**src/rtl/rename_alloc_ctrl_pkg.sv**
```systemverilog
// Shared rename-stage definitions: physical register file sizing and the
// allocation controller's state encoding.
package rename_alloc_ctrl_pkg;

  localparam int PRF_NUM       = 64;
  localparam int PRF_NUM_WIDTH = 6;

  typedef logic [PRF_NUM_WIDTH-1:0] PRFNum;

  typedef enum logic {
    ST_RUN     = 1'b0,
    ST_RECOVER = 1'b1
  } alloc_state_e;

endpackage

```
**src/rtl/rename_alloc_ctrl_sat_counter.sv**
```systemverilog
// Saturating up-counter used for the rename-stage stall statistics.
// Holds at all-ones instead of wrapping; clr has priority over inc.
module sat_counter #(
  parameter int WIDTH = 32
) (
  input  logic             clk,
  input  logic             inc,
  input  logic             clr,
  output logic [WIDTH-1:0] count
);

  logic [WIDTH-1:0] count_q;
  logic [WIDTH-1:0] count_d;

  always_comb begin
    count_d = count_q;
    if (clr) begin
      count_d = '0;
    end else if (inc && (count_q != '1)) begin
      count_d = count_q + WIDTH'(1);
    end
  end

  always_ff @(posedge clk) begin
    count_q <= count_d;
  end

  assign count = count_q;

endmodule

```
**src/rtl/rename_alloc_ctrl.sv**
```systemverilog
// Rename-stage free-list allocation controller: gates two-wide PRF allocation
// on pair acceptance, holds the result in a one-entry output stage.
//
// state      | meaning
// -----------+---------------------------------------------------------------
// ST_RUN     | normal operation, pairs may fire
// ST_RECOVER | post-mispredict window: no accept, no allocation, frees only
module rename_alloc_ctrl
  import rename_alloc_ctrl_pkg::*;
#(
  parameter int RECOVER_CYCLES = 2,
  parameter int CNT_WIDTH      = 32
) (
  input  logic                 clk,
  input  logic                 rst,
  input  logic                 recover,
  input  logic                 in_valid,
  output logic                 in_ready,
  input  logic [1:0]           in_slot_valid,
  input  logic [1:0]           in_need_prf,
  output logic                 fl_req_0,
  output logic                 fl_req_1,
  input  logic                 fl_allocatable,
  input  PRFNum                fl_prf_0,
  input  PRFNum                fl_prf_1,
  output logic                 fl_pause,
  output logic                 out_valid,
  input  logic                 out_ready,
  output logic [1:0]           out_slot_valid,
  output PRFNum                out_prf_0,
  output PRFNum                out_prf_1,
  output logic [CNT_WIDTH-1:0] stall_fl_cnt,
  output logic [CNT_WIDTH-1:0] stall_out_cnt
);

  localparam int TW = (RECOVER_CYCLES > 1) ? $clog2(RECOVER_CYCLES) : 1;
  localparam logic [TW-1:0] TIMER_LOAD = TW'(RECOVER_CYCLES - 1);

  alloc_state_e   state_q, state_d;
  logic [TW-1:0]  timer_q, timer_d;
  logic           out_valid_q, out_valid_d;
  logic [1:0]     out_slot_valid_q, out_slot_valid_d;
  PRFNum          out_prf_0_q, out_prf_0_d;
  PRFNum          out_prf_1_q, out_prf_1_d;

  logic       run;
  logic       can_accept;
  logic       fire;
  logic [1:0] need;
  logic       stall_fl_inc;
  logic       stall_out_inc;

  always_comb begin
    run           = (state_q == ST_RUN) && !recover && !rst;
    can_accept    = !out_valid_q || out_ready;
    need          = in_slot_valid & in_need_prf;
    fl_req_0      = in_valid && need[0] && run;
    fl_req_1      = in_valid && need[1] && run;
    fire          = in_valid && can_accept && fl_allocatable && run;
    in_ready      = fire;
    fl_pause      = !fire;
    stall_fl_inc  = in_valid && run && can_accept && !fl_allocatable;
    stall_out_inc = in_valid && run && !can_accept;
  end

  // The recover pulse cycle is the first cycle of the window, so RECOVER is
  // left once the timer reaches its last count.
  always_comb begin
    state_d = state_q;
    timer_d = timer_q;
    if (recover) begin
      state_d = ST_RECOVER;
      timer_d = TIMER_LOAD;
    end else if (state_q == ST_RECOVER) begin
      if (timer_q <= TW'(1)) begin
        state_d = ST_RUN;
        timer_d = '0;
      end else begin
        timer_d = timer_q - TW'(1);
      end
    end
  end

  always_comb begin
    out_valid_d      = out_valid_q;
    out_slot_valid_d = out_slot_valid_q;
    out_prf_0_d      = out_prf_0_q;
    out_prf_1_d      = out_prf_1_q;
    if (fire) begin
      out_valid_d      = 1'b1;
      out_slot_valid_d = in_slot_valid;
      out_prf_0_d      = need[0] ? fl_prf_0 : '0;
      out_prf_1_d      = need[1] ? fl_prf_1 : '0;
    end else if (recover || out_ready) begin
      out_valid_d = 1'b0;
    end
  end

  always_ff @(posedge clk) begin
    if (rst) begin
      state_q          <= ST_RUN;
      timer_q          <= '0;
      out_valid_q      <= 1'b0;
      out_slot_valid_q <= '0;
      out_prf_0_q      <= '0;
      out_prf_1_q      <= '0;
    end else begin
      state_q          <= state_d;
      timer_q          <= timer_d;
      out_valid_q      <= out_valid_d;
      out_slot_valid_q <= out_slot_valid_d;
      out_prf_0_q      <= out_prf_0_d;
      out_prf_1_q      <= out_prf_1_d;
    end
  end

  assign out_valid      = out_valid_q;
  assign out_slot_valid = out_slot_valid_q;
  assign out_prf_0      = out_prf_0_q;
  assign out_prf_1      = out_prf_1_q;

  sat_counter #(.WIDTH(CNT_WIDTH)) u_stall_fl_cnt (
    .clk   (clk),
    .inc   (stall_fl_inc),
    .clr   (rst),
    .count (stall_fl_cnt)
  );

  sat_counter #(.WIDTH(CNT_WIDTH)) u_stall_out_cnt (
    .clk   (clk),
    .inc   (stall_out_inc),
    .clr   (rst),
    .count (stall_out_cnt)
  );

endmodule

```
**config.mk**
```make
export PLATFORM = sky130hd
export DESIGN_NAME = rename_alloc_ctrl
export DESIGN_NICKNAME = d
export VERILOG_FILES = /design/src/rtl/rename_alloc_ctrl_pkg.sv /design/src/rtl/rename_alloc_ctrl_sat_counter.sv /design/src/rtl/rename_alloc_ctrl.sv
export SDC_FILE = /design/constraint.sdc
export NUM_CORES = 1
export LEC_CHECK = 0
export ABC_AREA = 1
export CAP_MARGIN = 20
export CORE_MARGIN = 2
export CORE_UTILIZATION = 45
export CTS_CLUSTER_DIAMETER = 100
export DETAILED_ROUTE_END_ITERATION = 6
export GPL_ROUTABILITY_DRIVEN = 0
export HOLD_SLACK_MARGIN = 0.08
export PLACE_DENSITY_LB_ADDON = 0.15
export SYNTH_ARGS = -nofsm -noshare
export SYNTH_HDL_FRONTEND = slang
export SYNTH_SLANG_ARGS = --single-unit
```
**constraint.sdc**
```tcl
create_clock -name clk -period 2.9 [get_ports clk]
set_clock_uncertainty 0.05 [all_clocks]
set_input_delay 0.87 -clock clk [delete_from_list [all_inputs] [get_ports clk]]
set_output_delay 0.87 -clock clk [all_outputs]
set_load 0.02 [all_outputs]
```
==> results.txt, run 1 <==
Status = finished with violations
Failing checks = setup timing
Hold Crit Class = flip-flop to flip-flop
Internal power = 0.00172 W
Hpwl dp = 9430 um
Crit-path slowest cell = clkdlybuf4s50_1
Fin area = 0.00593 mm^2
DRC Markers = 0
Vias per cell = 5.04
Synth Area per Inst = 6.11 um^2
Worst-path maximum fanout = 4
Hold Path Sink = out_prf_0[2]$_SDFFE_PP0P_
Synth top cells by count = 196 x nand2_1, 170 x nor2_1, 80 x dfxtp_1
Starting DRT DRC Count = 187
Peak Freq = 344 MHz
Synth Flop Type = dfxtp_1
Top-area cell type share of the netlist area = 0.356
Async SR Flop Fraction = 0
Sw Share = 0.212
Seq pwr share = 0.507
Clock-pin slew of the registers on the worst-case setup and hold paths = 0.07 ns
Vert. Die Dim = 104 um
Post-Syn Instances = 735
Post-synthesis adder-cell area fraction = 0.00557
# setup viols final = 1
Worst-Margin Slew = 0.484 ns
Worst path cell trace = clkdlybuf4s50_1 > inv_1 > nand2_1 > nand3_2 > nor2_4 > inv_2 > buf_6
I/O Buffers = 104
R2R setup slack = 0.62 ns
Fin. Hold Viols = 0
Syn Nets = 759
Ant diodes = 0
Fill cells = 963
Post-synthesis mux area share = 0
Die Area = 0.0108 mm^2
Max-cap violations = 0
Xor and xnor area share after synthesis = 0.0136
Vias = 4,958
Crit path time final = 2.91 ns
Post-Synth Simple-Gate Area = 0.454
Clock sink count = 80
Initial Util = 0.462
Crit Reg-Reg Startpoint = u_stall_fl_cnt.count[0]$_SDFFE_PP0P_
Max incr delay on CP = 0.48 ns
# nets final = 872
Die width = 104 um
Syn Std Cell Area = 0.00449 mm^2
Yosys warning count = 0
Clk buf depth = 2
WL/cell = 12.8 um
Worst slew margin = 0.677
CTS buffer count = 9
Most common cell in the netlist = nand2_1
Yosys reg bits = 80
Largest net degree at the start of global routing = 35
WP data arrival = 1.99 ns
Crit path capture type = output port
HP Start = out_prf_0[2]$_SDFFE_PP0P_
DR pass1 iterations = 6
Dpl cell area = 0.00569 mm^2
GRT overflow = 0
NetSw = 0.000460 W
Complex-gate fraction of the synthesized area = 0.0783
Netlist cell types = 26
Clk_lat worst skew = 0.37 ns
Gate power share = 0.051
Power per cell area = 367 mW/mm^2
H-tree depth = 3
Reg-to-reg critical path endpoint = u_stall_fl_cnt.count[20]$_SDFFE_PP0P_
Routed WL = 12,600 um
Number of synthesized flops with an enable pin = 0
Peak VDD IR = 0.221 mV
Slew Limit Fails = 0
Synth area leader = dfxtp_1
Req. time, crit path = 1.98 ns
Reg2Reg Depth = 9
CTS tree = yes
Main combinational cell family by area after synthesis = simple AND/OR/NAND/NOR gates
Startpoint types = input port
Vias in the first global route = 4,712
First-pass GRT wire length = 21,000 um
Setup TNS Final = -0.00753 ns
Row count = 36
Global-route usage over all layers = 0.234
Synthesis-to-layout area growth = 32.1%
Lkg Pwr = 2.32 nW
Initial antenna violation count = 0
Core Region = 0.00973 mm^2
Worst hold stages = 2
Detail Route Antenna Nets = 0
Sequential cell area fraction in the yosys report = 0.356
Fin crit share = 1.00
I/O pin count = 105
Top post-synthesis cells by area = dfxtp_1 36%, nand2_1 16%, nor2_1 14%, nand3_1 8.7%, a21oi_1 7.5%
Ratio of cells with drive above 1 in the final layout = 0.0693
Clock network power share = 0.442
Final worst slack = -0.00753 ns
CTS Root Cell = clkbuf_8
Crit Path Category = input port to output port
-- routing by layer --
| layer | global-route usage | wire, um | vias to the layer above | part of all wire |
|---|---|---|---|---|
| li1 | - | - | 2547 | - |
| met1 | 0.283 | 5370 | 2243 | 0.43 |
| met2 | 0.407 | 6210 | 140 | 0.49 |
| met3 | 0.0451 | 654 | 28 | 0.052 |
| met4 | 0.0994 | 338 | 0 | 0.027 |
| met5 | 0 | 0 | - | 0 |
-- flip-flops by register name, summed over array words and instances, names as in the netlist --
register and cells:
out_slot_valid 2, state_q 1, out_prf_0 6, u_stall_out_cnt.count 32, out_prf_1 6, u_stall_fl_cnt.count 32, out_valid 1
-- power by group through the flow --
stage | clock network (W) | registers [W] | logic [W]
floorplan | 0 | 0.00113 | 0.0000479
global placement | 0 | 0.00113 | 0.000106
detailed placement | 0 | 0.00113 | 0.000109
CTS | 0.000978 | 0.00110 | 0.000109
global route | 0.00103 | 0.00110 | 0.000122
finish | 0.000961 | 0.00110 | 0.000112
-- critical path: cells and delay by family --
kind / cells / cell delay (ns)
AND/OR/NAND/NOR: 3 / 0.40
buffers and inverters: 4 / 0.73
-- repair_timing --
action | 4_1_cts | 5_1_grt
hold buffers | 0 | 0
pin swaps | 0 | 3
setup endpoints to repair | 4 | 4
endpoints found under the hold margin | 0 | 0
setup buffers | 0 | 1
cloned | 0 | 0
resized for setup | 17 | 10
-- worst max path at each step --
stage,from,cells past startpoint,to
floorplan,recover,5,fl_pause
global placement,in_valid,6,in_ready
detailed placement,in_valid,6,in_ready
CTS,in_valid,6,in_ready
global route,out_ready,7,fl_pause
finish,out_ready,7,fl_pause
-- layout make-up --
class	count	area (um^2)	area share
Timing Repair Buffer	122	1170	0.198
Inverter	74	278	0.0468
Multi-Input combinational cell	561	2490	0.420
Clock buffer	10	128	0.0215
Tap cell	133	166	0.0280
Clock inverter	4	95.1	0.0160
Sequential cell	80	1600	0.270
-- logic make-up (layout without fill, tap and decap cells) --
| family | count (synthesis) | after routing |
|---|---|---|
| compound gates | 70 | 70 |
| fa+ha+maj | 2 | 2 |
| simple gates | 482 | 482 |
| buf+inv | 94 | 210 |
| flops | 80 | 80 |
| xor+xnor | 7 | 7 |
-- metrics by stage --
stage          std cells  setup WS (ns)  hold slack, ns  utilization  power [W]
6_report             984       -0.00753           0.419        0.610    0.00218
3_3_place_gp         969         -0.410           0.405        0.585    0.00124
2_1_floorplan        735          0.284           0.487            -    0.00118
3_5_place_dp         969         -0.431           0.408        0.585    0.00124
4_1_cts              983        -0.0371           0.420        0.608    0.00219
5_1_grt              984       -0.00120           0.445        0.610    0.00225
-- placed cells by master, fill, tap and decap left out, types with 2 or more instances in the layout --
cell type / n
ha_1: 2
o21ai_0: 2
nor2_2: 8
dfxtp_1: 80
a21oi_1: 67
buf_4: 21
inv_2: 3
nand3_2: 2
clkdlybuf4s50_1: 99
nor2_4: 4
nand3_1: 77
xnor2_1: 3
nand3b_1: 4
nor2_1: 169
and2_1: 2
nand2_2: 4
inv_1: 71
clkbuf_8: 9
nand2_1: 195
xor2_1: 4
bufinv_16: 3
nand4_1: 14
No activity file was read; power rests on OpenSTA's default activity.
==> inputs of run 2 (changes only) <==
--- a/config.mk
+++ b/config.mk
@@ -6,7 +6,7 @@
 export NUM_CORES = 1
 export LEC_CHECK = 0
 export ABC_AREA = 1
-export CAP_MARGIN = 20
+export CAP_MARGIN = 30
 export CORE_MARGIN = 2
 export CORE_UTILIZATION = 45
 export CTS_CLUSTER_DIAMETER = 100
@@ -14,6 +14,7 @@
 export GPL_ROUTABILITY_DRIVEN = 0
 export HOLD_SLACK_MARGIN = 0.08
 export PLACE_DENSITY_LB_ADDON = 0.15
+export SLEW_MARGIN = 15
 export SYNTH_ARGS = -nofsm -noshare
 export SYNTH_HDL_FRONTEND = slang
 export SYNTH_SLANG_ARGS = --single-unit
==> constraint.sdc (replaced) <==
create_clock -name clk -period 2.9 [get_ports clk]
set_clock_uncertainty 0.05 [all_clocks]
set_input_delay 0.435 -clock clk [delete_from_list [all_inputs] [get_ports clk]]
set_output_delay 0.435 -clock clk [all_outputs]
set_load 0.02 [all_outputs]
==> run 2 against run 1 <==
The flow now finishes without violations. Hold slack worse by 0.0021 ns. Critical path depth decreased by 2. Clock-buffer cell count unchanged. First-iteration DRC count grew 4.3%. Sequential cell count unchanged. Non-clock buffer count decreased by 10. Worst setup slack improved by 0.19 ns. Clock power is 19% lower. Largest cell class unchanged.
==> results.txt, run 2 (synthesized netlist as in run 1, its figures left out) <==
Status = finished, final reports clean
Clk buf depth = 2 (unchanged)
Peak Freq = 368 MHz (+6.9%)
NetSw = 0.000453 W (-1.6%)
Fin. Hold Viols = 0 (unchanged)
Most common cell after layout, fill and taps aside = nand2_1
Fin area = 0.00580 mm^2 (-2.3%)
# nets final = 862 (-1.1%)
Sw Share = 0.228 (+0.0163)
Global-route usage over all layers = 0.229 (-0.00567)
Die Area = 0.0108 mm^2 (unchanged)
I/O pin count = 105 (unchanged)
Worst-path maximum fanout = 9 (+5)
R2R setup slack = 0.75 ns (+0.13 ns)
I/O Buffers = 104 (unchanged)
Row count = 36 (unchanged)
WP data arrival = 2.24 ns (+0.25 ns)
DR pass1 iterations = 5 (-1)
Worst slew margin = 0.702 (+0.0243)
Routed WL = 12,300 um (-2.1%)
Max-cap violations = 0 (unchanged)
Internal power = 0.00154 W (-11%)
CTS buffer count = 9 (unchanged)
First-pass GRT wire length = 20,700 um (-1.3%)
Setup Buffers After CTS = 0 (unchanged)
Die width = 104 um (unchanged)
Vert. Die Dim = 104 um (unchanged)
Synthesis-to-layout area growth = 29.1%
Hpwl dp = 9260 um (-1.8%)
Hold Crit Class = flip-flop to flip-flop
Footprint of the multi-input gates = 0.00248 mm^2 (-0.60%)
Seq pwr share = 0.555 (+0.048)
Detail Route Antenna Nets = 0 (unchanged)
Req. time, crit path = 2.41 ns (+0.43 ns)
Most frequent cells in the layout = 196 x nand2_1, 170 x nor2_1, 104 x clkdlybuf4s50_1, 80 x dfxtp_1, 78 x nand3_1
Setup TNS Final = 0 ns (+0.00753 ns)
Worst path cell trace = clkdlybuf4s50_1 > nor2_1 > nand3_1 > nor2_2 > clkdlybuf4s50_1
Crit path capture type = output port
Worst-Margin Slew = 0.446 ns (-0.0376 ns)
Lkg Pwr = 2.24 nW (-3.8%)
Crit-path slowest cell = clkdlybuf4s50_1
Clock sink count = 80 (unchanged)
CTS tree = yes
Clk_lat worst skew = 0.35 ns (-0.02 ns)
DRC Markers = 0 (unchanged)
Initial Util = 0.462 (unchanged)
Initial antenna violation count = 0 (unchanged)
Worst path most repeated cell = clkdlybuf4s50_1
Clock network power share = 0.393 (-0.049)
Register area = 0.00160 mm^2 (unchanged)
Cts hold-fix bufs = 0 (unchanged)
Peak VDD IR = 0.200 mV (-9.5%)
Crit path time final = 2.72 ns (-0.187 ns)
Gate power share = 0.052 (about the same)
Fill cells = 959 (-0.42%)
H-tree depth = 3 (unchanged)
Clock-pin slew of the registers on the worst-case setup and hold paths = 0.08 ns (about the same)
Starting DRT DRC Count = 195 (+4.3%)
# setup viols final = 0 (-1)
RSZ-0062 raised after global routing = false
Max incr delay on CP = 0.68 ns (+0.20 ns)
Power per cell area = 343 mW/mm^2 (-6.5%)
GRT overflow = 0 (unchanged)
WL/cell = 12.6 um (-1.1%)
Vias = 4,918 (-0.81%)
Slew Limit Fails = 0 (unchanged)
Crit path buffers/inverters = 2 (-2)
Ant diodes = 0 (unchanged)
Vias in the first global route = 4,595 (-2.5%)
Vias per cell = 5.05 (+0.21%)
Largest net degree at the start of global routing = 36 (+2.9%)
Core Region = 0.00973 mm^2 (unchanged)
Final Power = 0.00199 W (-8.6%)
Ratio of cells with drive above 1 in the final layout = 0.0488 (-0.0206)
Post-cts sizing count = 0 (-17)
Crit Path Category = input port to output port
Dpl cell area = 0.00563 mm^2 (-1.2%)
Fin crit share = 0.938 (-0.0644)
Startpoint types = input port
Top delay family on crit path = buffers and inverters
CTS Root Cell = clkbuf_8
run 2: worst register-to-register path, stage by stage, from the launching register on:
cell	delay, ns
dfxtp_1	0.40
ha_1	0.21
nand2_1	0.08
nor2_2	0.16
nand2_2	0.10
nor2_4	0.15
nand3_4	0.32
buf_4	0.34
a21oi_1	0.17
nor2_1	0.07
run 2: per-layer routing:
layer / share of wire / up-vias / GRT usage
met4: 0.019 / 0 / 0.0637
met1: 0.43 / 2231 / 0.274
met5: 0 / - / 0
met3: 0.050 / 19 / 0.0514
li1: - / 2529 / -
met2: 0.50 / 139 / 0.410
run 2: cell type report:
type / count / area share
clock buffer: 10 / 0.0220
multi-input combinational: 561 / 0.427
clock inverter: 4 / 0.00820
tap: 133 / 0.0287
inverter: 74 / 0.0479
sequential: 80 / 0.276
timing repair buffer: 112 / 0.190
run 2: stage by stage:
stage / util / cells / setup slack (ns) / hold WS, ns
final: 0.596 / 974 / 0.179 / 0.417
after global routing: 0.596 / 974 / 0.0525 / 0.443
after CTS: 0.596 / 974 / 0.191 / 0.419
after detailed placement: 0.578 / 960 / 0.194 / 0.408
after global placement: 0.578 / 960 / 0.256 / 0.403
after floorplan: - / 735 / 1.10 / 0.454
run 2: power by group through the flow:
stage / Sequential [W] / Combinational [W] / Clock [W]
finish: 0.00110 / 0.000103 / 0.000782
CTS: 0.00110 / 0.000104 / 0.000805
global route: 0.00110 / 0.000114 / 0.000857
floorplan: 0.00113 / 0.0000479 / 0
global placement: 0.00113 / 0.000100 / 0
detailed placement: 0.00113 / 0.000103 / 0
run 2: final timing paths:
kind,from,to,cells past startpoint
worst max-delay path,recover,in_ready,5
worst min-delay path,out_prf_0[1]$_SDFFE_PP0P_,out_prf_0[1]$_SDFFE_PP0P_,2
worst max register to register,u_stall_out_cnt.count[0]$_SDFFE_PP0P_,u_stall_out_cnt.count[23]$_SDFFE_PP0P_,9
worst min register to register,out_prf_0[1]$_SDFFE_PP0P_,out_prf_0[1]$_SDFFE_PP0P_,2
==> inputs of run 3 (changes only) <==
--- a/config.mk
+++ b/config.mk
@@ -6,7 +6,6 @@
 export NUM_CORES = 1
 export LEC_CHECK = 0
 export ABC_AREA = 1
-export CAP_MARGIN = 30
 export CORE_MARGIN = 2
 export CORE_UTILIZATION = 45
 export CTS_CLUSTER_DIAMETER = 100
==> results of run 3 <==
Same layout as run 2: the final DEF is identical, and so are final timing and power.
